--- src/rtl/bit_serializer.sv ---
// Parallel-to-serial front end: W-bit words in over valid/ready, one bit per clock out, MSB first.
// A one-word holding buffer lets consecutive words stream with no idle bit between them.
module bit_serializer #(
  parameter int   W        = 8,
  parameter logic IDLE_BIT = 1'b0
) (
  input  logic         clk,
  input  logic         rst_b,
  input  logic [W-1:0] din,
  input  logic         dvld,
  output logic         drdy,
  output logic         o,
  output logic         frm,
  output logic         sof
);

  localparam int CW = $clog2(W);
  localparam logic [CW-1:0] CNT_LAST = CW'(W - 1);

  typedef enum logic {
    IDLE  = 1'b0,
    SHIFT = 1'b1
  } st_t;

  st_t           st_q, st_d;
  logic [W-1:0]  sr_q, sr_d;
  logic [CW-1:0] cnt_q, cnt_d;
  logic [W-1:0]  hb_q, hb_d;
  logic          hv_q, hv_d;
  logic          accept;

  // An accept needs an empty buffer and a drain needs a full one, so both never collide.
  assign accept = dvld && !hv_q;

  always_ff @(posedge clk or negedge rst_b) begin
    if (!rst_b) begin
      st_q  <= IDLE;
      sr_q  <= '0;
      cnt_q <= '0;
      hb_q  <= '0;
      hv_q  <= 1'b0;
    end else begin
      st_q  <= st_d;
      sr_q  <= sr_d;
      cnt_q <= cnt_d;
      hb_q  <= hb_d;
      hv_q  <= hv_d;
    end
  end

  always_comb begin
    st_d  = st_q;
    sr_d  = sr_q;
    cnt_d = cnt_q;
    hb_d  = hb_q;
    hv_d  = hv_q;

    if (accept) begin
      hb_d = din;
      hv_d = 1'b1;
    end

    unique case (st_q)
      IDLE: begin
        if (hv_q) begin
          sr_d  = hb_q;
          cnt_d = CNT_LAST;
          hv_d  = 1'b0;
          st_d  = SHIFT;
        end
      end
      SHIFT: begin
        if (cnt_q != '0) begin
          sr_d  = {sr_q[W-2:0], 1'b0};
          cnt_d = cnt_q - 1'b1;
        end else if (hv_q) begin
          // Reload straight from the buffer so the next MSB follows the last bit.
          sr_d  = hb_q;
          cnt_d = CNT_LAST;
          hv_d  = 1'b0;
        end else begin
          st_d  = IDLE;
        end
      end
      default: st_d = IDLE;
    endcase
  end

  always_comb begin
    drdy = !hv_q;
    frm  = (st_q == SHIFT);
    o    = frm ? sr_q[W-1] : IDLE_BIT;
    sof  = frm && (cnt_q == CNT_LAST);
  end

endmodule

--- config.mk ---
export PLATFORM = sky130hd
export DESIGN_NAME = bit_serializer
export DESIGN_NICKNAME = d
export VERILOG_FILES = /design/src/rtl/bit_serializer.sv
export SDC_FILE = /design/constraint.sdc
export NUM_CORES = 1
export LEC_CHECK = 0
export CAP_MARGIN = 10
export CORE_MARGIN = 2
export CORE_UTILIZATION = 40
export DETAILED_ROUTE_END_ITERATION = 7
export PLACE_DENSITY = 0.6
export SYNTH_ARGS = -nofsm -noshare
export SYNTH_HDL_FRONTEND = slang
export SYNTH_SLANG_ARGS = --single-unit
--- constraint.sdc ---
create_clock -name clk -period 4.2 [get_ports clk]
set_clock_uncertainty 0.15 [all_clocks]
set_input_delay 0.84 -clock clk [delete_from_list [all_inputs] [get_ports clk]]
set_output_delay 0.84 -clock clk [all_outputs]
set_load 0.01 [all_outputs]
==> impl_metrics.toml, run 1 <==
[final_layout]
antennaDiodeCount = 0
nets = 99
drive_gt1_share_pct = 32.1
areaGrowthSynthToFinish_pct = 18.1
final_common_cell = "dfrtp_1"
fin_cells = 114
final_cell_mix = "21 x dfrtp_1, 14 x clkdlybuf4s50_1, 13 x mux2_2"

[floorplanning]
design.die.area_um2 = 2910
start_util_pct = 41.3
die_w_um = 53.9
num_rows = 18
dieHeight_um = 53.9
core_um2 = 2410
ioPinCount = 15

[global_route]
track_usage_pct = 12.5
overflow = 0
grt_max_degree = 22
grt_pass1_wl_um = 2550
grt_pass1_vias = 586
antenna_found_initial = 0

[critical_path]
cp-end-kind = "output port"
rrSetupSlack_ns = 2.22
crit_chain = "inv_1 -> clkdlybuf4s50_1"
ff2ff_path_depth = 5
cp.required_ns = 3.21
cp_data_arrival_time_ns = 1.70
cpMaxStageDelayCell = "dfrtp_1"
start_kind = "flop"
timing.rr.start = "cnt_q[0]"
r2r_end = "sr_q[5]"
crit_path_start = "hv_q"
crit_end = "drdy"
critPathMaxStageDelay_ns = 0.73
cp_max_fo = 13
critical_path_class = "flop to output port"

[synth]
synthesis.instances = 69
yosys-top-cells-area = "dfrtp_1 53%, mux2_4 15%, mux2_2 15%"
synth-edff-count = 0
synth-main-ff-cell = "dfrtp_1"
yosysTopAreaCell = "dfrtp_1"
synth-seq-cells = 21
synth.top_cell.area_share_pct = 52.8
synth_nets = 83
seq_area_frac_synth_pct = 52.8
syn_avg_cell_area_um2 = 14.4
synth.distinct_cells = 20
yosys_warnings = 0
synthArstFlopShare_pct = 100
syn_area_um2 = 996

[power_and_ir_drop]
clkPwrFrac_pct = 11.9
intPower_mw = 0.557
power_mw = 0.802
leakage_nw = 0.538
swShare_pct = 30.5
power.net_switching_mw = 0.245
p_per_area_nw_per_um2 = 682
peakVddDrop_uv = 280
combinationalPowerShare_pct = 42.8
share_seq_of_total_power_pct = 45.4

[clock_tree]
cts_made_buffers = 3
clkTransAtPathRegs_ns = 0.12
post_cts_resized = 0
cts.htree.levels = 1
cts-root-buf = "clkbuf_4"
cts.sinks = 21
cts_tree = "yes"
clk_latency_ns = 0.30
holdBufCountCts = 0
cts_setup_buffers = 0
clock_path_buffers = 2

[detailed_routing]
via_per_inst = 4.85
drtIter0Drc = 1
routed-via-count = 553
wl_per_cell_um = 13.2
drc_errors = 0
ant_nets = 0
drt_pass1_iterations = 4
wirelength_um = 1510

[timing]
tns_ns = 0
rsz0062_at_grt = "false"
tightestPinTransition_ns = 0.932
relSlewSlack_pct = 37.7
drv_slew = 0
period_needed_ns = 2.69
fin_crit_sh_pct = 64.0
finalSetupViolCount = 0
max_freq_mhz = 372
hold_ws_ns = 0.365
fin_ws_ns = 1.51
final_hold_viol_count = 0

[placed_design]
portBuffers = 14
dpl.cell_count = 110
place_congestion = 0.634
pre_cts_ws_ns = 1.55
dp_hpwl_um = 1000

[run_status]
status = "completed"

[flow_run]
max_cap_violations = 0

[hold_path]
hp-class = "flop to flop"
-- worst max-delay path: cells and delay by family (launching register included) --
| kind | cells | cell delay [ns] |
|---|---|---|
| flops | 1 | 0.73 |
| buf+inv | 2 | 0.67 |
-- state kept, by name, indices dropped and copies added (netlist names) --
| register | flops |
|---|---|
| hb_q | 8 |
| cnt_q | 3 |
| frm | 1 |
| sr_q | 8 |
| hv_q | 1 |
-- kinds of logic after synthesis --
| group | after synthesis | share of synthesized area, % |
|---|---|---|
| AO/OA/AOI/OAI | 5 | 3.64 |
| flip-flops | 21 | 52.8 |
| adder cells (fa/ha/maj) | 3 | 3.77 |
| multiplexers | 25 | 31.8 |
| AND/OR/NAND/NOR | 8 | 4.15 |
| buffers and inverters | 7 | 3.89 |
-- Yosys cell counts (2+ instances only) --
library cell,number
mux2_2,13
and2_1,2
dfrtp_1,21
mux2i_1,2
ha_1,3
nor2_1,2
inv_1,4
mux2_4,10
-- power by group through the flow --
stage / clock [mW] / sequential (mW) / combinational, mW
CTS: 0.102 / 0.368 / 0.350
global placement: 0 / 0.369 / 0.338
global route: 0.109 / 0.379 / 0.385
finish: 0.0952 / 0.364 / 0.343
detailed placement: 0 / 0.372 / 0.346
floorplan: 0 / 0.337 / 0.303
-- worst min path at each step --
stage,endpoint,depth (start not counted),slack (ns),startpoint
detailed placement,sr_q[6],1,0.34,sr_q[5]
global placement,sr_q[6],1,0.33,sr_q[5]
finish,sr_q[6],1,0.36,sr_q[5]
floorplan,cnt_q[0],1,0.32,cnt_q[0]
CTS,sr_q[6],1,0.37,sr_q[5]
global route,hb_q[5],1,0.39,hb_q[5]
-- metal layers --
metal  part of all wire (%)  vias to the layer above  global-route usage (%)
met2                     51                       16                    20.9
met1                     44                      268                    15.6
li1                       -                      269                       -
met5                      0                        -                       0
met3                    5.4                        0                    2.50
met4                      0                        0                    5.13
-- metrics by stage --
step                      utilization, %  cell area (um2)
final                               48.8             1180
after global routing                48.8             1180
after global placement              47.7             1150
after CTS                           48.8             1180
after detailed placement            47.7             1150
after floorplan                        -              996
-- cell type report --
type                    instances  area (um2)
clock buffers                   4        26.3
fillers                       230        1230
inverters                       4        15.0
multi-input cells              41         432
flip-flops and latches         21         526
well taps                      30        37.5
repair buffers                 14         140
Note: power is estimated with default switching activity, not from simulation.
==> inputs of run 2 (changes only) <==
clock period = 2.66 ns   (was 4.2 ns; I/O delays follow)
==> impl_metrics.toml, run 2 (synthesized netlist as in run 1, its figures left out) <==
[run_status]
status = "completed"

[floorplanning]
core_um2 = 2410
start_util_pct = 41.3
design.die.area_um2 = 2910
dieHeight_um = 53.9
num_rows = 18
ioPinCount = 15
die_w_um = 53.9

[global_route]
antenna_found_initial = 0
grt_pass1_wl_um = 2570
grt_max_degree = 22
track_usage_pct = 12.8
grt_pass1_vias = 601
overflow = 0

[final_layout]
areaGrowthSynthToFinish_pct = 21.2
fin_cells = 118
antennaDiodeCount = 0
final_cell_mix = "21 x dfrtp_1, 14 x clkdlybuf4s50_1, 13 x mux2_2"
final_common_cell = "dfrtp_1"
final_area_um2 = 1210
reg_top3 = "hb_q x8, sr_q x8, cnt_q x3"
nets = 103
drive_gt1_share_pct = 36.4

[clock_tree]
cts.htree.levels = 1
cts_setup_buffers = 0
cts_tree = "yes"
post_cts_resized = 0
cts_made_buffers = 3
holdBufCountCts = 0
cts.sinks = 21
clk_latency_ns = 0.30
cts-root-buf = "clkbuf_4"
clock_path_buffers = 2
clkTransAtPathRegs_ns = 0.12

[timing]
rsz0062_at_grt = "false"
fin_crit_sh_pct = 83.4
tns_ns = 0
fin_ws_ns = 0.442
tightestPinTransition_ns = 0.382
relSlewSlack_pct = 74.5
max_freq_mhz = 451
finalSetupViolCount = 0
drv_slew = 0
final_hold_viol_count = 0
period_needed_ns = 2.22

[critical_path]
cpMaxStageDelayCell = "clkdlybuf4s50_1"
worst-path-buf-inv = 1
cp.depth = 3
critPathTopFamily = "buffers and inverters"
r2r_end = "sr_q[2]"
cp.required_ns = 1.98
critPathMaxStageDelay_ns = 0.47
cp_max_fo = 4
rrSetupSlack_ns = 0.78
crit_path_start = "cnt_q[0]"
critical_path_class = "flop to output port"
cp_data_arrival_time_ns = 1.54
ff2ff_path_depth = 6
crit_chain = "ha_1 -> and3_1 -> clkdlybuf4s50_1"
cp-end-kind = "output port"
start_kind = "flop"
timing.rr.start = "cnt_q[0]"

[detailed_routing]
ant_nets = 0
drc_errors = 0
wl_per_cell_um = 12.4
via_per_inst = 4.68
wirelength_um = 1460
drtIter0Drc = 0
routed-via-count = 552
drt_pass1_iterations = 1

[placed_design]
portBuffers = 14
pre_cts_ws_ns = 0.750
place_congestion = 0.647
dpl_cell_area_um2 = 1180
dp_hpwl_um = 1050
dpl.cell_count = 114

[hold_path]
hp-class = "flop to flop"
min_to = "sr_q[1]"
min_from = "sr_q[0]"
min_path_cells = 1

[power_and_ir_drop]
power.net_switching_mw = 0.393
intPower_mw = 0.899
clkPwrFrac_pct = 11.7
combinationalPowerShare_pct = 46.2
leakage_nw = 0.560
share_seq_of_total_power_pct = 42.1
swShare_pct = 30.4
p_per_area_nw_per_um2 = 1070
peakVddDrop_uv = 588

[flow_run]
max_cap_violations = 0
[run 2: worst max path at each step]
stage | end | slack, ns
2_1_floorplan | sr_q[1] | 1.06
5_1_grt | sof | 0.37
6_report | sof | 0.44
3_3_place_gp | hb_q[1] | 0.76
3_5_place_dp | hb_q[7] | 0.75
4_1_cts | sof | 0.42
[run 2: layout make-up]
type | count | area (um2)
clock inverter | 1 | 5.00
tap | 30 | 37.5
sequential | 21 | 526
timing repair buffer | 18 | 170
fill | 216 | 1200
multi-input combinational | 41 | 432
clock buffer | 3 | 22.5
inverter | 4 | 15.0
[run 2: per-layer routing]
metal | part of all wire [%] | GRT usage [%] | up-vias
li1 | - | - | 276
met1 | 48 | 15.8 | 265
met2 | 47 | 20.5 | 11
met3 | 5.1 | 3.33 | 0
met4 | 0 | 6.41 | 0
met5 | 0 | 0 | -
[run 2: power by group through the flow]
| stage | logic [mW] | clock network, mW | registers (mW) |
|---|---|---|---|
| 2_1_floorplan | 0.478 | 0 | 0.533 |
| 3_3_place_gp | 0.596 | 0 | 0.549 |
| 3_5_place_dp | 0.602 | 0 | 0.555 |
| 4_1_cts | 0.607 | 0.161 | 0.546 |
| 5_1_grt | 0.662 | 0.177 | 0.561 |
| 6_report | 0.596 | 0.151 | 0.544 |
[run 2: stage by stage]
stage	util (%)	hold slack [ns]	total power [mW]
after floorplan	-	0.0864	1.01
after global placement	49.0	0.333	1.14
after detailed placement	49.0	0.343	1.16
after CTS	50.1	0.371	1.32
after global routing	50.1	0.384	1.40
final	50.1	0.364	1.29
